[src/rtl/uart_pkg.sv]
// Shared definitions for the UART transmit/receive pair: FSM state type,
// data width, default bit period and the 3-sample majority helper.
package uart_pkg;

  localparam int unsigned DATA_BITS        = 8;
  localparam int unsigned CLKS_PER_BIT_DEF = 10416;

  typedef enum logic [2:0] {
    ST_IDLE   = 3'd0,
    ST_START  = 3'd1,
    ST_DATA   = 3'd2,
    ST_PARITY = 3'd3,
    ST_STOP   = 3'd4,
    ST_BREAK  = 3'd5
  } uart_state_e;

  function automatic logic maj3(input logic a, input logic b, input logic c);
    return (a & b) | (a & c) | (b & c);
  endfunction

endpackage

[src/rtl/uart_sync.sv]
// Two-flop synchroniser for an asynchronous single-bit input, with a
// parameterised reset value so an idle-high line does not glitch on reset.
module uart_sync #(
  parameter logic RESET_VAL = 1'b1
) (
  input  logic clk,
  input  logic rst,
  input  logic i_d,
  output logic o_q
);

  logic r_meta;
  logic r_sync;

  always_ff @(posedge clk) begin
    if (rst) begin
      r_meta <= RESET_VAL;
      r_sync <= RESET_VAL;
    end else begin
      r_meta <= i_d;
      r_sync <= r_meta;
    end
  end

  assign o_q = r_sync;

endmodule

[src/rtl/uart_rx.sv]
// 8N1 UART receiver with mid-bit 3-sample majority vote and one-cycle strobes.
// Optional parity bit (even/odd via PARITY_ODD) when UART_RX_PARITY_EN is defined.
module uart_rx
  import uart_pkg::*;
#(
  parameter int unsigned CLKS_PER_BIT = CLKS_PER_BIT_DEF,
  parameter int unsigned PARITY_ODD   = 0
) (
  input  logic                 clk,
  input  logic                 rst,
  input  logic                 rx,
  output logic [DATA_BITS-1:0] data_out,
  output logic                 valid,
  output logic                 frame_err,
  output logic                 parity_err,
  output logic                 busy
);

  localparam int unsigned HALF = CLKS_PER_BIT / 2;
  localparam int unsigned TW   = $clog2(CLKS_PER_BIT);

  localparam logic [TW-1:0] T_SMP0 = TW'(HALF - 1);
  localparam logic [TW-1:0] T_SMP1 = TW'(HALF);
  localparam logic [TW-1:0] T_DEC  = TW'(HALF + 1);
  localparam logic [TW-1:0] T_END  = TW'(CLKS_PER_BIT - 1);
  localparam logic [2:0]    LAST_BIT = 3'(DATA_BITS - 1);
  localparam logic          PAR_ODD  = (PARITY_ODD != 0);

  logic                 w_rx_s;
  logic                 r_rx_d;
  uart_state_e          r_state, w_state_nxt;
  logic [TW-1:0]        r_tick, w_tick_nxt;
  logic [2:0]           r_bit_idx, w_bit_idx_nxt;
  logic [1:0]           r_smp, w_smp_nxt;
  logic [DATA_BITS-1:0] r_shreg, w_shreg_nxt;
  logic [DATA_BITS-1:0] r_data, w_data_nxt;
  logic                 r_valid, w_valid_nxt;
  logic                 r_ferr, w_ferr_nxt;
  logic                 r_perr, w_perr_nxt;
  logic                 w_par_bad;
  logic                 w_maj;
  logic                 w_at_dec;
  logic                 w_at_end;

  uart_sync #(.RESET_VAL(1'b1)) u_sync (
    .clk (clk),
    .rst (rst),
    .i_d (rx),
    .o_q (w_rx_s)
  );

`ifdef UART_RX_PARITY_EN
  logic r_par_bad, w_par_bad_nxt;
  assign w_par_bad = r_par_bad;
`else
  logic w_unused_par;
  assign w_par_bad    = 1'b0;
  assign w_unused_par = PAR_ODD;
`endif

  // Third sample is taken live at the decision tick, so the vote costs no extra cycle.
  assign w_maj    = maj3(r_smp[0], r_smp[1], w_rx_s);
  assign w_at_dec = (r_tick == T_DEC);
  assign w_at_end = (r_tick == T_END);

  always_comb begin
    w_state_nxt   = r_state;
    w_tick_nxt    = r_tick;
    w_bit_idx_nxt = r_bit_idx;
    w_smp_nxt     = r_smp;
    w_shreg_nxt   = r_shreg;
    w_data_nxt    = r_data;
    w_valid_nxt   = 1'b0;
    w_ferr_nxt    = 1'b0;
    w_perr_nxt    = 1'b0;
`ifdef UART_RX_PARITY_EN
    w_par_bad_nxt = r_par_bad;
`endif

    if (r_tick == T_SMP0) w_smp_nxt[0] = w_rx_s;
    if (r_tick == T_SMP1) w_smp_nxt[1] = w_rx_s;

    if (r_state != ST_IDLE && r_state != ST_BREAK) begin
      w_tick_nxt = w_at_end ? '0 : r_tick + TW'(1);
    end

    case (r_state)
      ST_IDLE: begin
        if (r_rx_d && !w_rx_s) begin
          w_state_nxt = ST_START;
          w_tick_nxt  = '0;
        end
      end
      ST_START: begin
        if (w_at_dec && w_maj) begin
          w_state_nxt = ST_IDLE;
        end else if (w_at_end) begin
          w_state_nxt   = ST_DATA;
          w_bit_idx_nxt = '0;
        end
      end
      ST_DATA: begin
        if (w_at_dec) w_shreg_nxt[r_bit_idx] = w_maj;
        if (w_at_end) begin
          if (r_bit_idx == LAST_BIT) begin
`ifdef UART_RX_PARITY_EN
            w_state_nxt = ST_PARITY;
`else
            w_state_nxt = ST_STOP;
`endif
          end else begin
            w_bit_idx_nxt = r_bit_idx + 3'd1;
          end
        end
      end
`ifdef UART_RX_PARITY_EN
      ST_PARITY: begin
        if (w_at_dec) w_par_bad_nxt = (w_maj != (^r_shreg ^ PAR_ODD));
        if (w_at_end) w_state_nxt = ST_STOP;
      end
`endif
      ST_STOP: begin
        // Leaving at mid-stop-bit lets a back-to-back start edge be caught.
        if (w_at_dec) begin
          if (w_maj) begin
            w_state_nxt = ST_IDLE;
            if (w_par_bad) begin
              w_perr_nxt = 1'b1;
            end else begin
              w_data_nxt  = r_shreg;
              w_valid_nxt = 1'b1;
            end
          end else begin
            w_ferr_nxt  = 1'b1;
            w_state_nxt = ST_BREAK;
          end
        end
      end
      ST_BREAK: begin
        if (w_rx_s) w_state_nxt = ST_IDLE;
      end
      default: w_state_nxt = ST_IDLE;
    endcase
  end

  always_ff @(posedge clk) begin
    if (rst) begin
      r_rx_d    <= 1'b1;
      r_state   <= ST_IDLE;
      r_tick    <= '0;
      r_bit_idx <= '0;
      r_smp     <= '0;
      r_shreg   <= '0;
      r_data    <= '0;
      r_valid   <= 1'b0;
      r_ferr    <= 1'b0;
      r_perr    <= 1'b0;
`ifdef UART_RX_PARITY_EN
      r_par_bad <= 1'b0;
`endif
    end else begin
      r_rx_d    <= w_rx_s;
      r_state   <= w_state_nxt;
      r_tick    <= w_tick_nxt;
      r_bit_idx <= w_bit_idx_nxt;
      r_smp     <= w_smp_nxt;
      r_shreg   <= w_shreg_nxt;
      r_data    <= w_data_nxt;
      r_valid   <= w_valid_nxt;
      r_ferr    <= w_ferr_nxt;
      r_perr    <= w_perr_nxt;
`ifdef UART_RX_PARITY_EN
      r_par_bad <= w_par_bad_nxt;
`endif
    end
  end

  assign data_out   = r_data;
  assign valid      = r_valid;
  assign frame_err  = r_ferr;
  assign parity_err = r_perr;
  assign busy       = (r_state != ST_IDLE);

endmodule

[config.mk]
export PLATFORM = sky130hd
export DESIGN_NAME = uart_rx
export DESIGN_NICKNAME = d
export VERILOG_FILES = /design/src/rtl/uart_pkg.sv /design/src/rtl/uart_sync.sv /design/src/rtl/uart_rx.sv
export SDC_FILE = /design/constraint.sdc
export NUM_CORES = 1
export LEC_CHECK = 0
export ABC_AREA = 1
export ABC_CLOCK_PERIOD_IN_PS = 4600
export BUFFER_PORTS_ARGS = -buffer_cell sky130_fd_sc_hd__buf_4
export CAP_MARGIN = 20
export CORE_ASPECT_RATIO = 1.1
export CORE_MARGIN = 2
export CORE_UTILIZATION = 60
export DETAILED_ROUTE_END_ITERATION = 10
export PLACE_DENSITY_LB_ADDON = 0.05
export SYNTH_ARGS = -nofsm -noshare
export SYNTH_HDL_FRONTEND = slang
export SYNTH_HIERARCHICAL = 1
export SYNTH_SLANG_ARGS = --single-unit
[constraint.sdc]
create_clock -name clk -period 4.6 [get_ports clk]
set_clock_uncertainty 0.05 [all_clocks]
set_input_delay 0.46 -clock clk [delete_from_list [all_inputs] [get_ports clk]]
set_output_delay 0.46 -clock clk [all_outputs]
set_load 0.02 [all_outputs]
======== Word-level counts from Yosys, hierarchy flattened ========
Index checks and enable logic that the tools add are counted.
word-level totals
  flip-flop bits (word level) ............. 43
  bits in latches ......................... 0
  RAM bits ................................ 0
  ROM bits ................................ 0
  input bits .............................. 3
  output and inout bits ................... 12
  logic and storage cells ................. 78
  memories ................................ 0
operators by class
  $add $sub $neg .......................... 2
  multiply operators ...................... 0
  divide/modulo/power cells ............... 0
  $lt $le $gt $ge ......................... 2
  eq/ne operators ......................... 19
  shifts and indexed selects .............. 0
  multiplexer cells ....................... 23
  bitwise gates (word level) .............. 7
  reductions and logical operators ........ 13
operators with widths
  operator                                                                       number
  14-bit 2-to-1 mux                                                              4
  14-bit by 13-bit equality test with 1-bit output (second input constant)       3
  3-bit 2-to-1 mux                                                               12
  3-bit case mux with 5 select lines                                             1
  14-bit by 1-bit adder with 14-bit output (second input constant)               1
  14-bit equality test (second input constant)                                   1
  2-bit != test (second input constant)                                          7
  3-bit equality test (second input constant)                                    3
  8-bit bitwise mux                                                              1
  3-bit != test (second input constant)                                          2
  3-bit case mux with 2 select lines                                             1
  6-bit AND reduction                                                            1
  5-bit AND reduction                                                            1
  1-bit logical AND                                                              4
  3-bit by 4-bit less-than comparator with 1-bit output (second input constant)  1
  3-bit by 1-bit adder with 3-bit output (second input constant)                 1
  1-bit bitwise AND                                                              3
  1-bit demux with 3-bit select                                                  1
  3-bit by 1-bit equality test with 1-bit output (second input constant)         1
  3-bit by 2-bit equality test with 1-bit output (second input constant)         1
  3-bit by 1-bit >= comparator with 1-bit output (second input constant)         1
  3-bit zero test                                                                1
  1-bit 2-to-1 mux                                                               3
  3-bit AND reduction                                                            1
  other kinds (8)                                                                10

======== Longest topological paths before layout ========
Gate-level depths: netlist of run 1.
  depth in word-level cells ............... 6
  gate-level depth with buffers ........... 12
  gate-level depth less buffers ........... 12

======== Hierarchy ========
The synthesis of run 1 kept the hierarchy.
modules (own cells, without submodules)
  module     instances  cells an instance  area an instance (um2)  seq. area each (um2)
  uart_rx    1          303                2,148.3                 820.8
  uart_sync  1          7                  58.8                    40.0

======== Worst setup path before layout of run 1 ========
No wires, ideal clock.
  path kind ............................... register to register
  from .................................... reg r_tick[0]
  to ...................................... reg r_tick[12]
  data arrival time ....................... 1.425 ns
  required time ........................... 4.431 ns
  path slack .............................. 3.005 ns
  stages on the path, launching flop included .. 8
  path buffers ............................ 0
  clock period less this slack ............ 1.595 ns
  cells stage by stage .................... dfxtp_1 ha_1 nand3_1 nor2_1 nor3b_1 nand2_1 o21ai_0 a21oi_1
on the way
  cells in the longest elaborated chain, start to end .. 5
  elaborated cells on any way between the ends .. 6
RTL lines
  item                                                                              RTL line                      RTL
  start, declared                                                                   uart_rx.sv:32                 logic [TW-1:0] r_tick, w_tick_nxt;
  start signal, assigned                                                            uart_rx.sv:164                r_tick <= w_tick_nxt;
  14-bit by 1-bit adder with 14-bit output or 14-bit equality test (tied branches)  uart_rx.sv:84, uart_rx.sv:64
  14-bit 2-to-1 mux (*)                                                             uart_rx.sv:84                 w_tick_nxt = w_at_end ? '0 : r_tick + TW'(1);
  14-bit 2-to-1 mux (*)                                                             uart_rx.sv:83                 if (r_state != ST_IDLE && r_state != ST_BREAK) begin
  14-bit 2-to-1 mux                                                                 uart_rx.sv:89                 if (r_rx_d && !w_rx_s) begin
  14-bit 2-to-1 mux (*)                                                             uart_rx.sv:87                 case (r_state)
Mark *: on every way between the ends. The rest lies on a longest branch, timed or not.
A chain may end at the register's enable or synchronous reset.

======== Worst setup path after layout of run 1 ========
Ends and elaborated chain as after synthesis.

==> results of run 1 <==
[worst max-delay path, cell delays in order (launching register included)]
cell,delay [ns]
dfxtp_1,0.40
ha_1,0.25
nand3_1,0.18
nor2_1,0.17
nor3b_1,0.36
nand2_1,0.11
o21ai_0,0.18
a21oi_1,0.05
[routing by layer]
layer | track usage (%) | routed length [um]
met1 | 27.2 | 1840
met2 | 43.7 | 2250
met3 | 5.17 | 130
met4 | 9.84 | 91
met5 | 0 | 0
[flip-flops by register name (all words and copies together) (netlist names)]
| name | cells |
|---|---|
| r_shreg | 8 |
| u_sync/o_q | 1 |
| frame_err | 1 |
| r_smp | 2 |
| r_rx_d | 1 |
| u_sync/r_meta | 1 |
| r_tick | 14 |
| data_out | 8 |
| valid | 1 |
| r_state | 3 |
| r_bit_idx | 3 |
[cell usage after synthesis (3+ instances only)]
master,count
inv_1,36
xor2_1,3
nor2_4,3
nand4_1,3
dfxtp_1,43
a211oi_1,5
o21ai_0,14
nor2_2,4
nor3_1,16
nand2_1,55
a21oi_1,11
inv_2,5
nand3_1,16
ha_1,5
nor2_1,59
a31oi_1,3
nand2_2,6
[path summary, 6_finish.rpt]
| path | start | depth (start not counted) | end |
|---|---|---|---|
| max | r_tick[0] | 7 | r_tick[12] |
| min | rx | 3 | u_sync/r_meta |
| max reg2reg | r_tick[0] | 7 | r_tick[12] |
| min reg2reg | u_sync/r_meta | 2 | u_sync/o_q |
[logic make-up after synthesis]
kind of cell / share of synthesized area (%)
DFF: 39.0
buffers and inverters: 9.07
AOI/OAI and AO/OA: 10.8
adders and majority gates: 2.83
other: 0.170
xor gates and xnor gates: 1.19
and+or+nand+nor: 36.9
[power groups by stage]
stage	clock, mW	combinational (mW)	sequential, mW
2_1_floorplan	0	0.139	0.408
3_3_place_gp	0	0.176	0.410
3_5_place_dp	0	0.179	0.411
4_1_cts	0.313	0.181	0.402
5_1_grt	0.326	0.210	0.404
6_report	0.308	0.181	0.402
[layout make-up]
class	instances	area (sq um)	area share, %
tap	50	62.6	2.57
sequential	43	861	35.3
clock inverter	2	35.0	1.44
inverter	41	154	6.31
multi-input combinational	221	1150	47.0
clock buffer	6	82.6	3.39
timing repair buffer	13	97.6	4.00
[metrics by stage]
stage	power, mW	hold slack (ns)
floorplan	0.547	0.337
global placement	0.586	0.340
detailed placement	0.590	0.346
CTS	0.896	0.277
global route	0.941	0.284
finish	0.891	0.283
==> metrics.yaml, run 1 <==
outcome: "finished, final reports clean"
seqPwrFrac_pct: 45.2
min_period_ns: 1.85
critPathArrivalTime_ns: 1.99
setup_ws_ns: 2.75
ys.flop_type: "dfxtp_1"
yosysTopAreaCell: "dfxtp_1"
p_per_area_nw_per_um2: 365
worst_pin_slew_ns: 0.500
cts_root_buffer: "clkbuf_8"
final_util_pct: 67.8
gp_congestion: 0.955
grt_pass1_wl_um: 7560
final_cell_mix: "nor2_1 (59), nand2_1 (55), dfxtp_1 (43), inv_1 (36)"
wl_um: 4320
clk_path_buf_depth: 2
tns_ns: 0
clk_latency_ns: 0.30
finalHoldViolCount: 0
io_pins: 15
grt_pass1_vias: 1741
intPower_mw: 0.618
swShare_pct: 30.6
rsz0062_at_grt: "false"
synthTopCellsByArea: "dfxtp_1 (39%), nor2_1 (10%), nand2_1 (9.4%), inv_1 (6.1%), nand3_1 (3.6%)"
chipWidth_um: 61.8
crit_required_ns: 4.74
fill_cells: 323
yosysUniqueCellTypes: 33
start_kind: "flop"
placed_area_sq_um: 2320
critPathMaxFanout: 5
die-area_sq_um: 4180
initial_core_util_pct: 61.4
firstDrtPassIters: 5
track_usage_pct: 24.3
antenna_left: 0
p_clk_share_pct: 34.6
dpl.hpwl_um: 3230
mostFrequentLayoutCell: "nor2_1"
leakage_nw: 1.06
avgRoutedWirePerCell_um: 11.5
area_growth_pct: 10.5
antenna_found_initial: 0
cap_viol_max_count: 0
postSynthAreaPerCell_sq_um: 7.12
clk_pin_slew_ns: 0.08
viasPerCell: 5.15
post-cts-setup-buffer-count: 0
min_period_over_period_pct: 40.2
ys_warn_count: 6
synth_area_sq_um: 2210
n_antenna_cell: 0
synth.top_cell.area_share_pct: 39.0
p_comb_share_pct: 20.3
synth_fp_nets: 318
max_freq_mhz: 541
htreeDepth: 2
hold_class: "in -> reg"
hold_buffers: 0
final_nets: 333
final_cells: 376
rows: 23
crit_path_end_kind: "flop"
path_class: "reg -> reg"
ys_seq_elements: 43
p_switching_mw: 0.272
grt-ovfl-total: 0
fp.dieH_um: 67.6
finalInstanceArea_sq_um: 2440
setup_viol: 0
synthArstFlopShare_pct: 0
synth-edff-count: 0
ir_drop_uv: 212
maxSlewHeadroom_pct: 66.7
cts_tree: "done"
grt_max_degree: 17
syn_inst: 310
timing.final.max_slew_violations: 0
place_ws_ns: 2.74
drive_gt1_share_pct: 14.7
r2r_slack_ns: 2.75
drtIter0Drc: 141
cts.sinks: 43
synth-seq-area-share_pct: 39.0
core_area_sq_um: 3600
vias: 1937
numPortBuffers: 13
numCtsBuffers: 5
drc_errors: 0
dp.cells: 368
cts_resized: 0
Power figures use the tool's default switching activity.
==> run 2, diff against run 1 <==
--- a/config.mk
+++ b/config.mk
@@ -6,12 +6,12 @@
 export NUM_CORES = 1
 export LEC_CHECK = 0
 export ABC_AREA = 1
-export ABC_CLOCK_PERIOD_IN_PS = 4600
+export ABC_CLOCK_PERIOD_IN_PS = 1500
 export BUFFER_PORTS_ARGS = -buffer_cell sky130_fd_sc_hd__buf_4
 export CAP_MARGIN = 20
 export CORE_ASPECT_RATIO = 1.1
 export CORE_MARGIN = 2
-export CORE_UTILIZATION = 60
+export CORE_UTILIZATION = 54
 export DETAILED_ROUTE_END_ITERATION = 10
 export PLACE_DENSITY_LB_ADDON = 0.05
 export SYNTH_ARGS = -nofsm -noshare
==> constraint.sdc (replaced) <==
create_clock -name clk -period 1.5 [get_ports clk]
set_clock_uncertainty 0.05 [all_clocks]
set_input_delay 0.15 -clock clk [delete_from_list [all_inputs] [get_ports clk]]
set_output_delay 0.15 -clock clk [all_outputs]
set_load 0.02 [all_outputs]
==> run 2 against run 1 <==
  * The flow now finishes with violations (negative setup slack)
  * First-iteration DRC count shrank 16%
  * Flip-flop and latch count stayed put
  * Global-route usage fell by 0.86 points
  * Sequential share of layout area fell by 7.1 points
  * Critical path depth is 4 higher
  * Final cell count grew 15%
  * Power increased to 3.4 times the previous value
  * Design area up 29%
  * Largest power group unchanged
==> metrics.yaml, run 2 (synthesis results as in run 1) <==
numCtsBuffers: 5
min_period_over_period_pct: 105
initial_core_util_pct: 56.1
htreeDepth: 2
clk_pin_slew_ns: 0.08
path_class: "reg -> reg"
largest_register_ffs: 14
critical_path_buf_inv_count: 3
firstDrtPassIters: 4
slowest_stage: "dfxtp_4"
cp_cell_sequence: "inv_4, ha_4, inv_2, nor2_4, nand2_4, nor2_8, nand2_4, nor2_4, buf_12, nor2_1, a211oi_1"
setup_ws_ns: -0.0772
critPathTopFamily: "simple AND/OR/NAND/NOR gates"
antenna_found_initial: 0
final_cells: 432
core_area_sq_um: 3930
fp.dieH_um: 71.1
antenna_left: 0
cp_slowest_stage_delay_ns: 0.37
cap_viol_max_count: 0
io_pins: 15
timing.final.max_slew_violations: 0
crit_path_end_kind: "flop"
min_period_ns: 1.58
area_growth_pct: 42.3
dp.cells: 414
setup_viol: 17
cts_root_buffer: "clkbuf_8"
start_kind: "flop"
largest-register: "r_tick"
grt_pass1_vias: 2020
mostFrequentLayoutCell: "buf_4"
multiInputGateArea_sq_um: 1400
track_usage_pct: 23.5
hold_class: "in -> reg"
outcome: "finished, violations left"
drive_gt1_share_pct: 41.1
n_antenna_cell: 0
holdWs_ns: 0.189
clk_latency_ns: 0.30
max_freq_mhz: 634
final_util_pct: 79.9
final_cell_mix: "buf_4 (63), nor2_1 (51), nand2_1 (48), inv_1 (32), dfxtp_1 (30)"
p_per_area_nw_per_um2: 964
dpl.hpwl_um: 3810
drc_errors: 0
seqCellArea_sq_um: 885
place_ws_ns: -0.123
die-area_sq_um: 4620
rows: 24
rsz0062_at_grt: "true"
critPathMaxFanout: 12
numPortBuffers: 13
avgRoutedWirePerCell_um: 12.9
fill_cells: 276
cts_tree: "done"
failed_checks: "negative setup slack"
grt-ovfl-total: 0
wl_um: 5580
cts.sinks: 43
chipWidth_um: 65.0
final_nets: 387
grt_max_degree: 16
ir_drop_uv: 579
finalHoldViolCount: 0
crit_required_ns: 1.67
vias: 2194
leakage_nw: 1.37
grt_pass1_wl_um: 8500
viasPerCell: 5.08
critPathArrivalTime_ns: 1.74
gp_congestion: 0.872
clk_path_buf_depth: 2
drtIter0Drc: 119
==> run 2: path summary, 6_finish.rpt <==
kind	startpoint	endpoint	slack (ns)	depth (start not counted)
max	r_tick[1]	data_out[7]	-0.08	11
min	rst	r_state[2]	0.19	3
min reg2reg	u_sync/r_meta	u_sync/o_q	0.37	2
max reg2reg	r_tick[1]	data_out[7]	-0.08	11
==> run 2: report_power, final <==
group          leakage [nW]  internal (mW)  switching (mW)
Combinational         0.967          0.413           0.550
Sequential            0.355           1.20          0.0575
Clock                0.0515          0.420           0.387
Total                  1.37           2.03           0.995
==> run 2: cell type report <==
class                           instances  share of cell area (%)
Timing Repair Buffer                   67                    17.0
Clock buffer                            8                    3.19
Inverter                               41                    4.98
Sequential cell                        43                    28.2
Multi-Input combinational cell        221                    44.6
Tap cell                               52                    2.07
==> run 2: routing by layer <==
layer	vias to the layer above	track usage, %	wire length [um]
li1	1132	-	-
met1	1010	26.0	2220
met2	41	43.8	3120
met3	11	5.25	152
met4	0	7.57	87
met5	-	0	0
==> run 2: repair_timing <==
action / 4_1_cts / 5_1_grt
hold buffers: 1 / 0
endpoints found under the setup margin: 36 / 38
pin swaps: 6 / 12
hold endpoints to repair: 1 / 0
setup buffers: 1 / 8
resized for setup: 10 / 72
==> run 2: stage by stage <==
stage	setup TNS [ns]	power (mW)	instance area, sq um
final	-0.627	3.03	3140
after global routing	-3.19	3.19	3140
after CTS	-0.320	2.83	2830
after detailed placement	-1.69	2.00	2670
after global placement	-0.951	1.99	2670
after floorplan	0	1.68	2220
==> run 2: tightest hold or removal path, stage by stage <==
cell and delay [ns]:
buf_4 0.09, buf_4 0.20, a21oi_2 0.05
==> run 3, diff against run 2 <==
--- a/config.mk
+++ b/config.mk
@@ -13,7 +13,7 @@
 export CORE_MARGIN = 2
 export CORE_UTILIZATION = 54
 export DETAILED_ROUTE_END_ITERATION = 10
-export PLACE_DENSITY_LB_ADDON = 0.05
+export PLACE_DENSITY = 0.75
 export SYNTH_ARGS = -nofsm -noshare
 export SYNTH_HDL_FRONTEND = slang
 export SYNTH_HIERARCHICAL = 1
==> run 3 against run 2 <==
  * The run still ends with negative setup slack left
  * Critical endpoint is now r_tick[12]
  * Maximum frequency is 0.36% lower
  * Design area is 2.8% lower
  * Global-route usage is 0.35 points lower
  * Largest cell class unchanged
  * First-iteration DRC count is 24% higher
  * Power is 3.3% lower
  * Critical path depth is 2 lower
  * Via count is 0.82% higher
  * Count of clock-buffer cells in the layout is 3 lower
  * Setup slack worse by 0.0057 ns
  * Largest power group unchanged
==> metrics.yaml, run 3 (synthesis results as in run 1) <==
clk_latency_ns: 0.30
crit_start: "r_state[2]"
min_to: "r_state[2]"
r2r_start: "r_state[2]"
viasPerCell: 5.14
die-area_sq_um: 4620
failed_checks: "negative setup slack"
r2r_slack_ns: -0.08
grt-ovfl-total: 0
worstHoldStart: "rst"
critPathArrivalTime_ns: 1.72
wl_um: 5410
finalHoldViolCount: 0
track_usage_pct: 23.1
fp.dieH_um: 71.1
initial_core_util_pct: 56.1
outcome: "finished, violations left"
chipWidth_um: 65.0
antenna_left: 0
regToRegEndpoint: "r_tick[12]"
cts_tree: "done"
hold_class: "in -> reg"
setup_viol: 17
power_mw: 2.93
numCtsBuffers: 5
io_pins: 15
drc_errors: 0
rsz0062_at_grt: "true"
mostFrequentLayoutCell: "buf_4"
core_area_sq_um: 3930
critPathMaxFanout: 5
path_class: "reg -> reg"
rows: 24
max_freq_mhz: 632
grt_pass1_vias: 2073
drive_gt1_share_pct: 40.2
area_growth_pct: 38.3
cts_root_buffer: "clkbuf_8"
grt_pass1_wl_um: 8470
cts.sinks: 43
min_period_over_period_pct: 106
r2r_cells: 9
cap_viol_max_count: 0
n_antenna_cell: 0
avgRoutedWirePerCell_um: 12.6
tns_ns: -0.435
crit_required_ns: 1.64
ir_drop_uv: 558
crit_path_end_kind: "flop"
leakage_nw: 1.35
timing.final.max_slew_violations: 0
firstDrtPassIters: 5
holdPathStages: 3
place_ws_ns: -0.174
start_kind: "flop"
drtIter0Drc: 147
gp_congestion: 0.901
grt_max_degree: 16
p_per_area_nw_per_um2: 960
final_nets: 385
largest_register_ffs: 14
largest-register: "r_tick"
dpl.hpwl_um: 3580
min_period_ns: 1.58
clk_path_buf_depth: 2
htreeDepth: 2
setup_ws_ns: -0.0829
vias: 2212
numPortBuffers: 13
clk_pin_slew_ns: 0.08
final_cell_mix: "buf_4 (58), nor2_1 (50), nand2_1 (49), inv_1 (31), dfxtp_1 (30)"
antenna_found_initial: 0
-- run 3: layer usage --
layer  wire length [um]  GRT usage, %
met3                185          4.45
met2               2980          43.8
met1               2150          24.5
met5                  0             0
met4                 89          9.93
-- run 3: worst max path at each step --
stage	endpoint	depth (start not counted)	slack (ns)
after global placement	r_shreg[5]	9	-0.1
after global routing	r_tick[12]	9	-0.18
after CTS	data_out[5]	11	-0.10
after floorplan	data_out[3]	11	0.01
final	r_tick[12]	9	-0.08
after detailed placement	data_out[7]	9	-0.17
-- run 3: layout make-up --
cell class | count | area, sq um
clock buffers | 5 | 68.8
clock inverters | 3 | 15.0
fillers | 279 | 881
inverters | 41 | 154
multi-input cells | 221 | 1340
flip-flops and latches | 43 | 885
well taps | 52 | 65.1
repair buffers | 65 | 522
-- run 3: report_power, final --
group,switching [mW],internal [mW],leakage (nW)
combinational,0.525,0.430,0.943
sequential,0.0554,1.20,0.355
clock,0.402,0.319,0.0477
-- run 3: timing repair --
item | 4_1_cts | 5_1_grt
resized for setup | 33 | 44
pin swaps | 13 | 24
hold endpoints to repair | 1 | 0
setup endpoints to repair | 29 | 39
buffers inserted | 9 | 6
hold buffers | 1 | 0
-- run 3: critical path, cell delays in order, from the launching register on --
cell     delay (ns)
dfxtp_2        0.34
nor2_2         0.18
nand2_2        0.11
buf_4          0.15
o21ai_0        0.19
inv_1          0.08
nand2_2        0.13
inv_2          0.08
o21ai_1        0.11
a21oi_1        0.07
-- run 3: metrics by stage --
stage                     utilization, %  cell area [sq um]  hold slack (ns)  instances
after floorplan                        -               2220            0.176        310
after global placement              66.9               2630            0.272        407
after detailed placement            66.9               2630            0.277        407
after CTS                           72.9               2870            0.186        425
after global routing                77.6               3050            0.212        430
final                               77.6               3050            0.215        430
